## src/rtl/hex_msg_scroller.sv

```systemverilog
// hex_msg_scroller: message buffer and scroll sequencer for four 3-bit glyph
// decoders (HEX3..HEX0).
//
// Characters are loaded one at a time from SW. The message is then scrolled
// across the displays, one step every TICK_DIV clock cycles.
//
// Optional build macro SCROLL_BLINK_EN. When it is defined, the displays blink
// while the scroller is paused. When it is undefined, a pause freezes the
// displays and no blink logic is built.
//
// state  | meaning
// -------+-----------------------------------------------------------
// IDLE   | buffer empty, waiting for the first character
// LOAD   | accepting characters; display previews buf[0..3]
// RUN    | divider counting, offset steps on every divider wrap
// PAUSE  | offset frozen (divider frozen unless blinking is built in)

module hex_msg_scroller #(
  parameter int TICK_DIV = 50000000,
  parameter int MSG_LEN  = 8,
  parameter int PTR_W    = 3
) (
  input  logic             CLOCK_50,
  input  logic             RESET,
  input  logic [2:0]       SW,
  input  logic             load,
  input  logic             run,
  input  logic             dir,
  input  logic             clear,
  output logic [2:0]       CODE3,
  output logic [2:0]       CODE2,
  output logic [2:0]       CODE1,
  output logic [2:0]       CODE0,
  output logic [PTR_W:0]   wr_ptr,
  output logic             full,
  output logic             tick
);

  localparam int                 DIV_W    = (TICK_DIV > 2) ? $clog2(TICK_DIV) : 1;
  localparam logic [DIV_W-1:0]   DIV_LAST = DIV_W'(TICK_DIV - 1);
  localparam logic [PTR_W:0]     PTR_FULL = (PTR_W+1)'(MSG_LEN);
  localparam logic [2:0]         BLANK    = 3'd7;

  typedef enum logic [1:0] {
    S_IDLE  = 2'd0,
    S_LOAD  = 2'd1,
    S_RUN   = 2'd2,
    S_PAUSE = 2'd3
  } state_t;

  state_t             state_q;
  state_t             state_d;

  logic [2:0]         msg_buf [MSG_LEN];
  logic [PTR_W-1:0]   offset_q;
  logic [DIV_W-1:0]   div_q;

  // datapath controls decoded by the FSM
  logic               wr_en;
  logic [PTR_W-1:0]   wr_addr;
  logic               ptr_one;
  logic               flush;
  logic               restart;
  logic               cnt_en;
  logic               div_wrap;
  logic               step;

  logic [PTR_W-1:0]   idx3;
  logic [PTR_W-1:0]   idx2;
  logic [PTR_W-1:0]   idx1;
  logic [PTR_W-1:0]   idx0;

`ifdef SCROLL_BLINK_EN
  logic               blink_q;
  logic               blink_tgl;
  logic               blink_clr;
`endif

  assign full     = (wr_ptr == PTR_FULL);
  assign div_wrap = cnt_en && (div_q == DIV_LAST);

  // Display window: four consecutive slots starting at offset. The index
  // arithmetic wraps naturally because MSG_LEN is a power of two.
  assign idx3 = offset_q;
  assign idx2 = offset_q + PTR_W'(1);
  assign idx1 = offset_q + PTR_W'(2);
  assign idx0 = offset_q + PTR_W'(3);

  // State register.
  always_ff @(posedge CLOCK_50) begin
    if (RESET) state_q <= S_IDLE;
    else       state_q <= state_d;
  end

  // Next-state and control decode. clear overrides every other input.
  always_comb begin
    state_d = state_q;
    wr_en   = 1'b0;
    wr_addr = wr_ptr[PTR_W-1:0];
    ptr_one = 1'b0;
    flush   = 1'b0;
    restart = 1'b0;
    cnt_en  = 1'b0;
    step    = 1'b0;
`ifdef SCROLL_BLINK_EN
    blink_tgl = 1'b0;
    blink_clr = 1'b0;
`endif
    if (clear) begin
      flush   = 1'b1;
      state_d = S_IDLE;
    end else begin
      case (state_q)
        S_IDLE: begin
          if (load) begin
            wr_en   = 1'b1;
            wr_addr = '0;
            ptr_one = 1'b1;
            state_d = S_LOAD;
          end
        end
        S_LOAD: begin
          // A load and a run in the same cycle both take effect.
          if (load && !full) wr_en = 1'b1;
          if (run) begin
            restart = 1'b1;
            state_d = S_RUN;
          end
        end
        S_RUN: begin
          if (!run) begin
            state_d = S_PAUSE;
          end else begin
            cnt_en = 1'b1;
            step   = (div_q == DIV_LAST);
          end
        end
        S_PAUSE: begin
          if (run) begin
            state_d = S_RUN;
`ifdef SCROLL_BLINK_EN
            blink_clr = 1'b1;
`endif
          end else begin
`ifdef SCROLL_BLINK_EN
            // The divider keeps running only to pace the blink.
            cnt_en    = 1'b1;
            blink_tgl = (div_q == DIV_LAST);
`endif
          end
        end
        default: state_d = S_IDLE;
      endcase
    end
  end

  // Message buffer. Empty slots hold BLANK so that short messages scroll
  // through a visible gap.
  always_ff @(posedge CLOCK_50) begin
    if (RESET || flush) begin
      for (int i = 0; i < MSG_LEN; i++) msg_buf[i] <= BLANK;
    end else if (wr_en) begin
      msg_buf[wr_addr] <= SW;
    end
  end

  // Write pointer. It counts the characters loaded and saturates at MSG_LEN,
  // because writes are refused once the buffer is full.
  always_ff @(posedge CLOCK_50) begin
    if (RESET || flush) wr_ptr <= '0;
    else if (ptr_one)   wr_ptr <= (PTR_W+1)'(1);
    else if (wr_en)     wr_ptr <= wr_ptr + (PTR_W+1)'(1);
  end

  // Scroll-rate divider. It counts 0..TICK_DIV-1 and holds its count while
  // frozen, so that a resumed run finishes the interrupted interval.
  always_ff @(posedge CLOCK_50) begin
    if (RESET || flush || restart) div_q <= '0;
    else if (cnt_en)               div_q <= div_wrap ? '0 : div_q + DIV_W'(1);
  end

  // Scroll offset. dir is sampled only in the step cycle.
  always_ff @(posedge CLOCK_50) begin
    if (RESET || flush || restart) offset_q <= '0;
    else if (step)                 offset_q <= dir ? offset_q - PTR_W'(1)
                                                   : offset_q + PTR_W'(1);
  end

  // tick goes high in the same cycle that the new offset is visible.
  always_ff @(posedge CLOCK_50) begin
    if (RESET) tick <= 1'b0;
    else       tick <= step;
  end

`ifdef SCROLL_BLINK_EN
  // Blink phase. It toggles on each divider wrap while paused and is cleared
  // when the scroller leaves PAUSE.
  always_ff @(posedge CLOCK_50) begin
    if (RESET || flush || blink_clr) blink_q <= 1'b0;
    else if (blink_tgl)              blink_q <= ~blink_q;
  end
`endif

  // Registered display codes, one cycle behind the buffer and offset.
  always_ff @(posedge CLOCK_50) begin
    if (RESET) begin
      CODE3 <= BLANK;
      CODE2 <= BLANK;
      CODE1 <= BLANK;
      CODE0 <= BLANK;
    end else begin
`ifdef SCROLL_BLINK_EN
      if (blink_q) begin
        CODE3 <= BLANK;
        CODE2 <= BLANK;
        CODE1 <= BLANK;
        CODE0 <= BLANK;
      end else begin
        CODE3 <= msg_buf[idx3];
        CODE2 <= msg_buf[idx2];
        CODE1 <= msg_buf[idx1];
        CODE0 <= msg_buf[idx0];
      end
`else
      CODE3 <= msg_buf[idx3];
      CODE2 <= msg_buf[idx2];
      CODE1 <= msg_buf[idx1];
      CODE0 <= msg_buf[idx0];
`endif
    end
  end

endmodule

```

## config.mk

```make
export PLATFORM = sky130hd
export DESIGN_NAME = hex_msg_scroller
export DESIGN_NICKNAME = d
export VERILOG_FILES = /design/src/rtl/hex_msg_scroller.sv
export SDC_FILE = /design/constraint.sdc
export NUM_CORES = 1
export LEC_CHECK = 0
export ABC_AREA = 1
export CORE_ASPECT_RATIO = 1.25
export CORE_MARGIN = 2
export CORE_UTILIZATION = 40
export CTS_CLUSTER_SIZE = 10
export DETAILED_ROUTE_END_ITERATION = 6
export GPL_ROUTABILITY_DRIVEN = 0
export PLACE_DENSITY = 0.61
export RECOVER_POWER = 100
export SETUP_SLACK_MARGIN = 0.3
export SLEW_MARGIN = 20
export SYNTH_ARGS = -nofsm -noshare
export SYNTH_HDL_FRONTEND = slang
export SYNTH_SLANG_ARGS = --single-unit
```

## constraint.sdc

```tcl
create_clock -name CLOCK_50 -period 1.8 [get_ports CLOCK_50]
set_clock_uncertainty 0.1 [all_clocks]
set_input_delay 0.54 -clock CLOCK_50 [delete_from_list [all_inputs] [get_ports CLOCK_50]]
set_output_delay 0.54 -clock CLOCK_50 [all_outputs]
set_load 0.02 [all_outputs]
```

Yosys cells after proc, flatten, opt, wreduce, memory -nomap -nowiden
Memories as Yosys holds them, arrays and structs flattened. A register that Yosys moved wholly into a read port is not among the register bits.
Index checks and enable logic that the tools add are counted.
{"block": "classes", "muxes": 34, "addsub": 6, "eq_ne": 8, "reduce_logical": 12}
{"op": "$add 26x1->26 const B", "count": 1}
{"op": "$eq 26x26->1 const B", "count": 1}
{"op": "$mux 26", "count": 1}
{"op": "$mux 1", "count": 22}
{"op": "$mux 3", "count": 6}
{"op": "$add 3x2->3 const B", "count": 2}
{"op": "$mux 2", "count": 3}
{"op": "$pmux 2 s3", "count": 1}
{"op": "$reduce_or 2->1", "count": 3}
{"op": "$add 4x1->4 const B", "count": 1}
{"op": "$eq 2x2->1 const B", "count": 2}
{"op": "$eq 4x4->1 const B", "count": 1}
{"op": "$ne 2x2->1 const B", "count": 2}
{"op": "$add 3x1->3 const B", "count": 1}
{"op": "$reduce_and 3->1", "count": 1}
{"op": "$reduce_or 3->1", "count": 1}
{"op": "$sub 3x1->3 const B", "count": 1}
{"op": "$eq 2x1->1 const B", "count": 1}
{"op": "$logic_and 1x1->1", "count": 2}
{"op": "$logic_not 2->1", "count": 1}
{"op": "$logic_or 1x1->1", "count": 2}
{"op": "$ne 2x1->1 const B", "count": 1}
{"op": "$pmux 1 s2", "count": 1}
{"op": "$reduce_bool 2->1", "count": 1}
{"op": "$logic_not 1->1", "count": 1}
{"block": "word_totals", "out_inout_bits": 18, "ram_bits": 24, "in_bits": 9, "word_cells": 67, "register_bits": 36, "mem_count": 1}
{"name": "msg_buf", "words": 8, "width": 3, "read_ports": 4, "rd_ports_with_merged_regs": 4, "wr": 8, "line": "54", "text": "logic [2:0] msg_buf [MSG_LEN];"}

Longest topological paths before layout
{"block": "depth", "ltp_word": 11, "depth_mapped": 10, "ltp_nobuf": 10}

Least setup slack after synthesis
Ideal clock, no wire load.
{"block": "synth_path", "path_kind": "register -> register", "startpoint": "register wr_ptr[1]", "endpoint": "memory msg_buf[5][0], enable pin", "required_time_ns": 1.356, "path_stages_with_launch": 10, "n_path_buf": 0, "setup_time_ns": 0.344, "slack_ns": -0.387, "period_less_slack_ns": 2.187, "t_arrival_ns": 1.743, "path_cell_list": "dfxtp_1 > inv_1 > ha_1 > nand2_1 > nor2_1 > nand2_1 > nand2_1 > nor2_1 > nand2_1 > o21ai_0"}
{"item": "start, declared", "line": "34", "text": "output logic [PTR_W:0] wr_ptr,"}
{"item": "start signal, assigned", "line": "171", "text": "else if (ptr_one) wr_ptr <= (PTR_W+1)'(1);"}
{"item": "start signal, assigned", "line": "172", "text": "else if (wr_en) wr_ptr <= wr_ptr + (PTR_W+1)'(1);"}
{"item": "end, declared", "line": "54"}

==> impl_metrics.csv <==
group,metric,value,unit
final_layout,post_route_cells_drive_above_1_share,0.332,
final_layout,finish.utilization,0.594,
route,totalWireLength,10.2,mm
sta,hold_viol_final,0,
critical_path,r2r_setup_slack,0.003,ns
cts,clk_pin_slew_worst_paths,0.06,ns
placement,number_of_input_and_output_port_buffers_inserted,26,
yosys,async_flop_share,0,
critical_path,critPathMaxFanout,8,
yosys,synthDominantAreaCellType,"dfxtp_1",
yosys,syn_area_per_cell,7.07,um2
sta,timing_worst_slew_pin_value,0.577,ns
flow_run,cap_viol_max_count,0,
yosys,postSynthRegisterBits,72,
global_route,first_pass_grt_wire_length,15.8,mm
route,initialDrtViolationCount,126,
route,postRouteAntennaNets,0,
power_and_ir_drop,cellPowerDensity,666,nW/um2
global_route,groute.usage.overall,0.192,
placement,placed_cells,725,
die,die_area,10500,um2
power_and_ir_drop,largest_vdd_supply_drop,0.000404,V
sta,final.setup.worst_slack,0.00268,ns
critical_path,critPathMostFrequentCell,"nand2_4",
yosys,most_instantiated_library_cell_after_synthesis,"nand2_1",
global_route,grt_max_degree,25,
route,dr_total_vias,3772,
route,drc_errors,0,
critical_path,worstReg2RegEnd,"msg_buf[5][2]",
global_route,grt_pass1_vias,3542,
power_and_ir_drop,p_leak,0.00220,uW
die,placement_rows,40,
yosys,synth_nets,563,
final_layout,num-nets-final,647,
min_path,hold_path_class,"in -> reg",
sta,period_needed,1.80,ns
critical_path,worst_path_largest_cell_delay,0.36,ns
sta,fmax,556,MHz
sta,unrepaired_setup_endpoints_after_global_routing,"yes",
critical_path,worstRegToRegCells,11,
critical_path,timing.critical_path.from,"wr_ptr[1]",
die,io-pin-count,27,
global_route,global_route.overflow_total,0,
die,die-width,92.1,um
die,die_height,114,um
sta,max-slew-margin-rel,0.611,
yosys,post_synth_num_cell_types,31,
route,routed_wire_length_per_instance,13.4,um
yosys,syn_area,3880,um2
yosys,synth_top_area_share,0.248,
critical_path,critical_path_arrival,1.74,ns
sta,post-route-period-util,0.999,
sta,setup-violations-final,0,
critical_path,cpMaxStageDelayCell,"dfxtp_4",
die,initial_utilization,0.408,
critical_path,worstReg2RegStart,"wr_ptr[1]",
final_layout,nFillCells,852,
yosys,post_synth_most_frequent_cells,"nand2_1, nor2_1, inv_1",
cts,cts.htree.levels,3,
yosys,synth_top_flop_cell,"dfxtp_1",
yosys,ys_seq_area_frac,0.433,
route,vias_per_inst,4.94,
critical_path,required,1.74,ns
critical_path,worstSetupPathType,"reg -> reg",
final_layout,syn2layout_area_growth,45.7,%
final_layout,antenna-diode-count,0,
run_status,status,"finished clean",
yosys,synthesis_warning_total,0,
yosys,netlist_instances,549,
global_route,grt_antenna_before_repair,0,
final_layout,finalNonFillerCells,764,
sta,report.final.slew_viol_count,0,
route,firstDrtPassIters,4,
critical_path,crit_end,"msg_buf[5][2]",
cts,clock-sinks,72,
yosys,synth.area.top_cells,"dfxtp_1, edfxtp_1, nand2_1",
critical_path,cp_cell_sequence,"inv_4 -> ha_4 -> nand2_4 -> nor2_4 -> buf_6 -> nand2_4 -> nand2_4 -> nor2_4 -> buf_12 -> nand2_8 -> o21ai_4",
critical_path,worst_setup_path_end_kind,"flop",
placement,worst_slack_after_detailed_placement,-0.533,ns
cts,clock_latency,0.34,ns
critical_path,start_kind,"flop",
placement,detailedPlacementHpwl,7.07,mm
sta,fin_tns_setup,0,ns
yosys,synth_edf_count,24,
cts,tritoncts,"yes",
die,core-area,9510,um2
cts,numCtsBuffers,9,
cts,cts.root.buffer_cell,"clkbuf_16",
cts,clock_tree.buffer_depth,2,
worst max-delay path, delay by kind of cell (launching register included):
| family | cells | cell delay (ns) |
|---|---|---|
| AND/OR/NAND/NOR | 6 | 0.42 |
| flip-flops | 1 | 0.36 |
| buffers and inverters | 3 | 0.29 |
| AO/OA/AOI/OAI | 1 | 0.18 |
| adder cells (fa/ha/maj) | 1 | 0.15 |
placed cells by master, fill, tap and decap left out, drive strengths merged:
cell type      instances
ha                     5
nor3                   7
dfxtp                 48
o21bai                 3
a21oi                 19
nor2                 103
dlygate4sd2            2
xnor2                  3
a21o                   1
nand4                  2
nor3b                  1
edfxtp                24
clkbuf                24
xor2                   6
nand3                 31
o21ai                 46
o31ai                  1
o211ai                12
bufinv                 2
clkdlybuf4s50          4
nand2                160
mux2i                  3
inv                   64
clkinv                 4
buf                   63
timing repair:
action | in CTS | in global routing
gates cloned | 1 | 2
setup buffers | 11 | 9
pin swaps | 21 | 43
endpoints found under the hold margin | 0 | 0
gates resized for setup | 147 | 127
hold buffers | 0 | 0
setup endpoints to repair | 106 | 96
cell type report:
cell class,count,area [um2],area share
Timing Repair Buffer,81,702,0.124
Clock inverter,4,68.8,0.0122
Timing Repair inverter,1,8.76,0.00155
Inverter,65,274,0.0485
Sequential cell,72,1720,0.304
Tap cell,126,158,0.0279
Clock buffer,12,236,0.0418
Multi-Input combinational cell,403,2480,0.440
sequential cells by signal (all words and copies together), names as in the netlist:
name and flops:
div_q 26, msg_buf 24, wr_ptr 4, CODE0 3, CODE1 3, CODE2 3
CODE3 3, idx3 3, state_q 2, tick 1
worst min path at each step:
stage | slack (ns) | from | endpoint | depth (start not counted)
2_1_floorplan | 0.37 | div_q[14] | div_q[14] | 2
3_3_place_gp | 0.39 | div_q[0] | div_q[0] | 2
3_5_place_dp | 0.39 | div_q[0] | div_q[0] | 2
4_1_cts | 0.40 | div_q[0] | div_q[0] | 2
5_1_grt | 0.33 | run | state_q[0] | 2
6_report | 0.34 | run | state_q[0] | 2
where the power goes:
group	leakage, uW	switching, uW	internal, uW	total, uW
Clock	0.000148	669	1210	1880
Combinational	0.00148	123	91.3	214
Sequential	0.000576	3.34	1670	1670
Total	0.00220	795	2970	3760
per-layer routing:
metal	wire length, um	track usage	part of all wire	up-vias
li1	-	-	-	1935
met1	3990	0.199	0.39	1733
met2	5420	0.359	0.53	71
met3	356	0.0428	0.035	33
met4	480	0.101	0.047	0
met5	0	0	0	-
metrics by stage:
step           power, uW  hold WS [ns]  area (um2)
2_1_floorplan       1800         0.374        4050
3_3_place_gp        1870         0.387        4640
3_5_place_dp        1870         0.394        4640
4_1_cts             3780         0.401        5230
5_1_grt             3890         0.334        5650
6_report            3760         0.335        5650
cells by family after synthesis:
group,synth area share
mux,0.00774
buf+inv,0.0764
xor+xnor,0.0203
simple gates,0.328
flops,0.433
compound gates,0.118
fa+ha+maj,0.0161
Power figures use the tool's default switching activity.
